### config.mk
export PLATFORM = sky130hd
export DESIGN_NAME = ictrl_noc_to_ibuffer_write
export DESIGN_NICKNAME = d
export VERILOG_FILES = /design/src/rtl/ictrl_noc_to_ibuffer_write.sv
export SDC_FILE = /design/constraint.sdc
export NUM_CORES = 1
export LEC_CHECK = 0
export BUFFER_PORTS_ARGS = -buffer_cell sky130_fd_sc_hd__buf_2
export CORE_AREA = 2 2 213 425
export CTS_CLUSTER_SIZE = 12
export DETAILED_ROUTE_END_ITERATION = 10
export DIE_AREA = 0 0 215 427
export PLACE_DENSITY_LB_ADDON = 0.15
export SETUP_SLACK_MARGIN = 0.2
export SLEW_MARGIN = 15
export SYNTH_ARGS = -nofsm -noshare
export SYNTH_HDL_FRONTEND = slang
export SYNTH_SLANG_ARGS = --single-unit
### constraint.sdc
create_clock -name clk -period 3.6 [get_ports clk]
set_clock_uncertainty 0.15 [all_clocks]
set_input_delay 0.54 -clock clk [delete_from_list [all_inputs] [get_ports clk]]
set_output_delay 0.54 -clock clk [all_outputs]
set_load 0.03 [all_outputs]
### src/rtl/ictrl_noc_to_ibuffer_write.sv
`default_nettype none
// ============================================================================
// Module   : ictrl_noc_to_ibuffer_write
// Purpose  : Gathers NoC words into full ibuffer lines (with byte strobes) and
//            writes them through a 2-entry pingpong buffer. Transfers may
//            start on any word lane. Lanes that are not written carry strobe 0.
// Ports    : clk, rst_n            - clock, async active-low reset
//            ibuffer_word_addr/num - transfer start word address / length
//            noc_rd_start/done/busy- transfer control
//            noc_rd_valid/ready/data/last - NoC word stream
//            len_err               - noc_rd_last disagrees with internal count
//            ibuffer_cen/wen/ready/addr/wdata/wstrb - ibuffer write port
// Revision : 1.0 - initial release
// ============================================================================
module ictrl_noc_to_ibuffer_write #(
  parameter int DATA_WIDTH = 128,
  parameter int MEM_AW     = 15,
  parameter int WORD_WIDTH = 32,
  parameter int STRB_WIDTH = DATA_WIDTH / 8
) (
  input  logic                                           clk,
  input  logic                                           rst_n,
  input  logic [MEM_AW+$clog2(DATA_WIDTH/WORD_WIDTH)-1:0] ibuffer_word_addr,
  input  logic [12:0]                                    ibuffer_word_num,
  input  logic                                           noc_rd_start,
  output logic                                           noc_rd_done,
  output logic                                           noc_rd_busy,
  input  logic                                           noc_rd_valid,
  output logic                                           noc_rd_ready,
  input  logic [WORD_WIDTH-1:0]                          noc_rd_data,
  input  logic                                           noc_rd_last,
  output logic                                           len_err,
  output logic                                           ibuffer_cen,
  output logic                                           ibuffer_wen,
  input  logic                                           ibuffer_ready,
  output logic [MEM_AW-1:0]                              ibuffer_addr,
  output logic [DATA_WIDTH-1:0]                          ibuffer_wdata,
  output logic [STRB_WIDTH-1:0]                          ibuffer_wstrb
);

  localparam int WORD_NUM = DATA_WIDTH / WORD_WIDTH;
  localparam int WOFF     = $clog2(WORD_NUM);
  localparam int WSTRB    = WORD_WIDTH / 8;
  localparam logic [WOFF-1:0] LAST_LANE = WOFF'(WORD_NUM - 1);

  // Transfer state
  logic                  busy_q, busy_d;
  logic                  zero_len_q, zero_len_d;
  logic [12:0]           word_num_q, word_num_d;
  logic [12:0]           word_cnt_q, word_cnt_d;
  logic [MEM_AW-1:0]     line_addr_q, line_addr_d;
  logic [WOFF-1:0]       word_off_q, word_off_d;
  logic [DATA_WIDTH-1:0] asm_data_q, asm_data_d;
  logic [STRB_WIDTH-1:0] asm_strb_q, asm_strb_d;

  // Pingpong storage
  logic [MEM_AW-1:0]     pp_addr_q [2];
  logic [MEM_AW-1:0]     pp_addr_d [2];
  logic [DATA_WIDTH-1:0] pp_data_q [2];
  logic [DATA_WIDTH-1:0] pp_data_d [2];
  logic [STRB_WIDTH-1:0] pp_strb_q [2];
  logic [STRB_WIDTH-1:0] pp_strb_d [2];
  logic [1:0]            pp_final_q, pp_final_d;
  logic [1:0]            wr_ptr_q, wr_ptr_d;
  logic [1:0]            rd_ptr_q, rd_ptr_d;

  logic                  pp_full, pp_empty;
  logic                  start_ok, accept, last_word, line_done, push, pop;
  logic [DATA_WIDTH-1:0] line_data;
  logic [STRB_WIDTH-1:0] line_strb;

  assign pp_full  = (wr_ptr_q[1] != rd_ptr_q[1]) && (wr_ptr_q[0] == rd_ptr_q[0]);
  assign pp_empty = (wr_ptr_q == rd_ptr_q);

  assign start_ok     = noc_rd_start && !busy_q;
  assign noc_rd_busy  = busy_q;
  assign noc_rd_ready = busy_q && !pp_full && (word_cnt_q < word_num_q);
  assign accept       = noc_rd_valid && noc_rd_ready;
  assign last_word    = (word_cnt_q == word_num_q - 13'd1);
  assign line_done    = (word_off_q == LAST_LANE) || last_word;
  assign push         = accept && line_done;
  assign len_err      = accept && (noc_rd_last != last_word);

  assign ibuffer_cen  = !pp_empty;
  assign ibuffer_wen  = ibuffer_cen;
  assign pop          = ibuffer_cen && ibuffer_ready;
  // Zero-length transfers finish without touching the ibuffer.
  assign noc_rd_done  = (pop && pp_final_q[rd_ptr_q[0]]) || zero_len_q;

  // Outputs are forced to zero while idle so nothing stale is presented.
  assign ibuffer_addr  = ibuffer_cen ? pp_addr_q[rd_ptr_q[0]] : '0;
  assign ibuffer_wdata = ibuffer_cen ? pp_data_q[rd_ptr_q[0]] : '0;
  assign ibuffer_wstrb = ibuffer_cen ? pp_strb_q[rd_ptr_q[0]] : '0;

  always_comb begin
    busy_d      = busy_q;
    zero_len_d  = zero_len_q;
    word_num_d  = word_num_q;
    word_cnt_d  = word_cnt_q;
    line_addr_d = line_addr_q;
    word_off_d  = word_off_q;
    asm_data_d  = asm_data_q;
    asm_strb_d  = asm_strb_q;
    pp_addr_d   = pp_addr_q;
    pp_data_d   = pp_data_q;
    pp_strb_d   = pp_strb_q;
    pp_final_d  = pp_final_q;
    wr_ptr_d    = wr_ptr_q;
    rd_ptr_d    = rd_ptr_q;

    // Line as it looks with the incoming word merged into its lane; this is
    // what gets pushed when the word closes the line, so the pingpong entry
    // is written on the same edge as the accept.
    line_data = asm_data_q;
    line_strb = asm_strb_q;
    for (int l = 0; l < WORD_NUM; l++) begin
      if (word_off_q == WOFF'(l)) begin
        line_data[l*WORD_WIDTH +: WORD_WIDTH] = noc_rd_data;
        line_strb[l*WSTRB +: WSTRB]           = '1;
      end
    end

    if (start_ok) begin
      busy_d      = 1'b1;
      zero_len_d  = (ibuffer_word_num == 13'd0);
      word_num_d  = ibuffer_word_num;
      word_cnt_d  = '0;
      line_addr_d = ibuffer_word_addr[WOFF +: MEM_AW];
      word_off_d  = ibuffer_word_addr[WOFF-1:0];
      asm_strb_d  = '0;
      wr_ptr_d    = '0;
      rd_ptr_d    = '0;
    end

    if (accept) begin
      asm_data_d = line_data;
      asm_strb_d = line_done ? '0 : line_strb;
      word_off_d = word_off_q + 1'b1;
      word_cnt_d = word_cnt_q + 13'd1;
      if (line_done) begin
        line_addr_d = line_addr_q + 1'b1;
      end
    end

    if (push) begin
      pp_addr_d[wr_ptr_q[0]]  = line_addr_q;
      pp_data_d[wr_ptr_q[0]]  = line_data;
      pp_strb_d[wr_ptr_q[0]]  = line_strb;
      pp_final_d[wr_ptr_q[0]] = last_word;
      wr_ptr_d                = wr_ptr_q + 2'd1;
    end

    if (pop) begin
      rd_ptr_d = rd_ptr_q + 2'd1;
    end

    if (noc_rd_done) begin
      busy_d     = 1'b0;
      zero_len_d = 1'b0;
    end
  end

  always_ff @(posedge clk or negedge rst_n) begin
    if (!rst_n) begin
      busy_q      <= 1'b0;
      zero_len_q  <= 1'b0;
      word_num_q  <= '0;
      word_cnt_q  <= '0;
      line_addr_q <= '0;
      word_off_q  <= '0;
      asm_data_q  <= '0;
      asm_strb_q  <= '0;
      pp_final_q  <= '0;
      wr_ptr_q    <= '0;
      rd_ptr_q    <= '0;
      for (int i = 0; i < 2; i++) begin
        pp_addr_q[i] <= '0;
        pp_data_q[i] <= '0;
        pp_strb_q[i] <= '0;
      end
    end else begin
      busy_q      <= busy_d;
      zero_len_q  <= zero_len_d;
      word_num_q  <= word_num_d;
      word_cnt_q  <= word_cnt_d;
      line_addr_q <= line_addr_d;
      word_off_q  <= word_off_d;
      asm_data_q  <= asm_data_d;
      asm_strb_q  <= asm_strb_d;
      pp_final_q  <= pp_final_d;
      wr_ptr_q    <= wr_ptr_d;
      rd_ptr_q    <= rd_ptr_d;
      for (int i = 0; i < 2; i++) begin
        pp_addr_q[i] <= pp_addr_d[i];
        pp_data_q[i] <= pp_data_d[i];
        pp_strb_q[i] <= pp_strb_d[i];
      end
    end
  end

endmodule
`default_nettype wire

# ---- Word level (Yosys, flattened, before mapping)
# Cells that the tools add are included.
dict set report word_totals {
  word_cells 113
  inputBits 68
  register_bits 513
}
dict set report op_classes {
  n_lt_le_gt_ge 7
  n_bitwise 2
  reduce_logical 22
  eq_ne 8
  n_addsub 6
  n_mux 51
}
# op n
set op_table {}
lappend op_table {{$mux W128} 5}
lappend op_table {{$bwmux W256} 1}
lappend op_table {{$demux W128 S1} 1}
lappend op_table {{$mux W16} 8}
lappend op_table {{$mux W32} 4}
lappend op_table {{$mux W15} 8}
lappend op_table {{$bwmux W32} 1}
lappend op_table {{$bwmux W30} 1}
lappend op_table {{$mux W13} 2}
lappend op_table {{$demux W16 S1} 1}
lappend op_table {{$mux W4} 4}
lappend op_table {{$add A15 B1 Y15 const B} 1}
lappend op_table {{$demux W15 S1} 1}
lappend op_table {{$add A13 B1 Y13 const B} 1}
lappend op_table {{$eq A13 B13 Y1} 1}
lappend op_table {{$logic_not A13 Y1} 1}
lappend op_table {{$lt A13 B13 Y1} 1}
lappend op_table {{$sub A13 B1 Y13 const B} 1}
lappend op_table {{$logic_and A1 B1 Y1} 11}
lappend op_table {{$mux W2} 5}
lappend op_table {{$reduce_bool A2 Y1} 4}
lappend op_table {{$mux W1} 7}
lappend op_table {{$add A2 B1 Y2 const B} 3}
lappend op_table {{$eq A2 B2 Y1 const B} 2}
lappend op_table {{14 further kinds} 21}

# ---- Depth between registers and ports, before layout
dict set report depth {
  depth_word 8
  ltp_mapped 12
  mapped_depth_nobuf 9
}

# ---- Least setup slack after synthesis
# Ideal clock, no wire load.
dict set report synth_path {
  kind {register to output}
  from {register word_num_q[1]}
  to {output len_err}
  arrival_time_ns 2.651
  path_slack_ns 0.259
  path_buffers 0
  stages_incl_launch_ff 10
  required_ns 2.910
  path_cell_list {dfrtp_1 inv_1 ha_1 nor3b_2 nand4_1 a2111o_1 nor4_2 nand3_1 xor2_1 nor2_1}
}
dict set report synth_via {
  elab_chain_cells 4
  elab_cells_between_ends 7
}
# element line
set synth_rtl {}
lappend synth_rtl {{from (decl)} 49} ;# logic [12:0] word_num_q, word_num_d;
lappend synth_rtl {{from (signal assigned)} 184} ;# word_num_q <= word_num_d;
lappend synth_rtl {{$sub A13 B1 Y13 or $lt A13 B13 Y1 (tied branches)} {79, 77}}
lappend synth_rtl {{$eq A13 B13 Y1 or $logic_and A1 B1 Y1 (tied branches)} {79, 77}}
lappend synth_rtl {{$ne A1 B1 Y1 or $logic_and A1 B1 Y1 (tied branches)} {82, 78}}
lappend synth_rtl {{$logic_and A1 B1 Y1 (*)} 82} ;# assign len_err = accept && (noc_rd_last != last_word);
lappend synth_rtl {{to (decl)} 32} ;# output logic len_err,
# Mark *: on every way between the ends. The rest lies on a longest branch, timed or not.

# ---- Final worst setup path
dict set report layout_path {
  from {register word_num_q[0]}
  to {output len_err}
}
# Same word-level chain as after synthesis.

==> key figures <==
Synthesis
  • Library cells used by synthesis: 54
  • Cell accounting for the most synthesized area: sky130_fd_sc_hd__dfrtp_1
  • Count of state elements after synthesis: 513
  • Top-area cell type share of the netlist area: 52.1%
  • Post-synth EDFFs: 0
  • Post-synth top flop: sky130_fd_sc_hd__dfrtp_1
  • Avg Cell Area, Syn: between 10 and 15 um^2
  • Biggest area contributors in the synthesized netlist: sky130_fd_sc_hd__dfrtp_1 52%, sky130_fd_sc_hd__mux2_2 22%, sky130_fd_sc_hd__mux2i_1 6.8%, sky130_fd_sc_hd__mux2_4 5.3%, sky130_fd_sc_hd__nor2_1 2.9%
  • Cell with the most instances after synthesis: sky130_fd_sc_hd__dfrtp_1
  • Synthesized netlist cell count: 1869
  • Ys async rst share: 100%
  • Synthesized Nets: 1957
  • Commonest cells in the synthesized netlist: 513 x sky130_fd_sc_hd__dfrtp_1, 489 x sky130_fd_sc_hd__mux2_2, 188 x sky130_fd_sc_hd__nor2_1, 168 x sky130_fd_sc_hd__mux2i_1, 87 x sky130_fd_sc_hd__mux2_4
  • Sequential fraction of the synthesis area: about 52%
  • Synth warnings: 0
  • Post-Synthesis Cell Area: 24600 um^2

Route
  • Mean routed wirelength per cell: 20.2 um
  • Number of design-rule violations left by the first detailed-router iteration: 759
  • 1st-pass router iterations: 4
  • Vias per cell: 4.60
  • Routed via count: roughly 15000
  • Total Routed Length: 67.5 mm
  • DRC violation count after routing: 0
  • Count of nets left with antenna violations after detail routing: 0

Timing
  • Max Clk Rate: 282 MHz
  • Minimum period implied by the final worst setup slack: 3.54 ns
  • Worst Tran Pin Value: 0.809 ns
  • Worst relative slew slack: 46.0%
  • Final worst path period share: 98.3%
  • Setup violations, final: 0
  • Worst setup slack after layout: 0.0598 ns
  • Unrepaired setup endpoints after global routing: yes
  • Final count of pins violating max slew: 0
  • Number of hold violations in the final report: 0

Worst setup path
  • Largest fanout on the critical path: 6
  • Data required time of the critical path: 2.91 ns
  • Critical path start-end classification: flop to primary output
  • Depth of the worst register-to-register path: 12
  • Signal arrival time at the worst endpoint: 2.85 ns
  • Nature of the critical path endpoint: primary output
  • Type of element launching the critical path: flop

Clocking
  • Insertion delay to the later sink of the worst-skew pair: 0.64 ns
  • CTS Buf Count: 54
  • Root Driver: sky130_fd_sc_hd__clkbuf_16
  • H-tree level count: 2
  • CTS sink cnt: 513
  • Maximum clock insertion buffer count: 3
  • TritonCTS clock tree: yes
  • Clk slew on worst S/H paths: 0.06 ns

Hold path
  • Min-Delay Path Depth: 3
  • Min-delay worst type: input port to flop

Placement
  • Detailed Place HPWL: 42.9 mm
  • Final Wtd Congestion: 0.762
  • Number of buffer cells added on primary ports: 232
  • Worst Setup Slack post-DPL: approximately 0.11 ns

Floorplanning
  • Floorplan die height: 427 um
  • Initial Utilization: 27.7%
  • Die footprint: a little over 90000 um^2
  • Number of rows in the core area: 155
  • Placeable core region: between 80000 and 90000 um^2
  • I/O pin cnt: 233
  • Die Wd: 215 um

GRT
  • Total global-route track usage: 14.6%
  • Vias in the first global route: 16500
  • Pin count of the biggest net entering global routing: 106
  • Wire length of the first global-routing pass: 105 mm
  • Grt ovf: 0
  • Initial antenna violation count: 6

Power and ir drop
  • Total leakage power: 0.0138 uW
  • PwrDens: 1050 nW/um^2
  • Peak supply drop: 0.000594 V

Layout
  • Fraction of final layout cells with drive strength greater than 1: 46.2%
  • Final core utilization: 33.3%
  • Area growth from synthesis to final layout: 20.0%
  • Final Net Count: 2214

Run status
  • Outcome: completed

Flow run
  • Max cap viols: 0
## final timing paths
kind	end	from	slack, ns
max reg2reg	pp_data_q[181]	word_num_q[6]	0.38
min	word_num_q[9]	ibuffer_word_num[9]	0.04
min in group asynchronous	pp_strb_q[16]	rst_n	0.23
min reg2reg	asm_strb_q[8]	asm_strb_q[8]	0.33
max in group asynchronous	pp_data_q[15]	rst_n	1.93
max	len_err	word_num_q[0]	0.06
## critical path, stage by stage, from the launching register on
cell and delay (ns):
sky130_fd_sc_hd__dfrtp_1 0.38, sky130_fd_sc_hd__inv_2 0.08, sky130_fd_sc_hd__ha_4 0.16, sky130_fd_sc_hd__nor3b_4 0.21, sky130_fd_sc_hd__buf_6 0.14, sky130_fd_sc_hd__a21o_1 0.12
sky130_fd_sc_hd__o2111ai_2 0.16, sky130_fd_sc_hd__nor4_4 0.35, sky130_fd_sc_hd__nand3_2 0.19, sky130_fd_sc_hd__xor2_1 0.18, sky130_fd_sc_hd__nor2_1 0.09, sky130_fd_sc_hd__buf_4 0.16
## layer usage
metal  wire length (um)  GRT usage (%)  share of wire [%]
met1              33200           21.0                 49
met2              30200           23.1                 45
met3               2850           2.47                4.2
met4               1100           3.20                1.6
met5                 74              0               0.11
## cells in the final DEF, fill, tap and decap left out, drive strengths merged, types with 3 or more instances in the layout
master	n
a21o	3
a21oi	11
a221o	14
a31oi	4
and2	3
and3	14
and4	3
buf	300
clkbuf	83
clkinv	9
dfrtp	513
dlygate4sd3	18
ha	20
inv	23
mux2	576
mux2i	168
nand2	39
nand2b	4
nand3	17
nand3b	3
nand4	4
nor2	188
nor3	13
nor3b	7
nor4	6
o2111ai	4
o21a	12
o21ai	42
or2	17
xnor2	12
xor2	12
## sequential cells by signal, indices dropped and copies added (netlist names)
signal and cells:
asm_strb_q 16, noc_rd_busy 1, asm_data_q 128, word_cnt_q 13
word_off_q 2, zero_len_q 1, pp_data_q 256, word_num_q 13
line_addr_q 15, rd_ptr_q 2, pp_final_q 2, pp_addr_q 30
pp_strb_q 32, wr_ptr_q 2
## where the power goes
group          leakage (uW)  internal, uW  switching (uW)
clock network      0.000836          3110            2470
logic               0.00662          6540            9160
registers           0.00634          8420            1370
total                0.0138         18100           13000
## cell type report
type                    count  area (um^2)
flip-flops and latches    513        12800
repair buffers            320         2210
inverters                  21         78.8
clock inverters            13          163
multi-input cells        1216        11300
well taps                1177         1470
fillers                  9097        59200
clock buffers              81         1540
diodes                      2         5.00
## logic make-up after synthesis
group | share of synthesized area, %
DFF | 52.1
adders and majority gates | 1.02
xor gates and xnor gates | 0.853
muxes | 34.5
buffers and inverters | 2.74
AOI/OAI and AO/OA | 2.84
and+or+nand+nor | 5.97
## timing repair
action                                  in CTS  in global routing
pin swaps                                    5                  5
endpoints found under the setup margin     229                276
buffers inserted                             5                  4
hold buffers                                18                  0
hold endpoints to repair                    56                  0
gates resized for setup                     15                  5
cloned                                       0                  1
## through the flow
stage	instances	total power [uW]	hold slack (ns)	area (um^2)	setup TNS, ns
2_1_floorplan	1869	20700	0.0944	24600	0
5_1_grt	3341	33100	0.0146	29600	-0.136
3_3_place_gp	3219	25600	0.283	27500	0
4_1_cts	3336	31600	0.000598	29500	0
6_report	3343	31100	0.0361	29600	0
3_5_place_dp	3219	25800	0.281	27500	0
(Power assumes the default switching activity.)
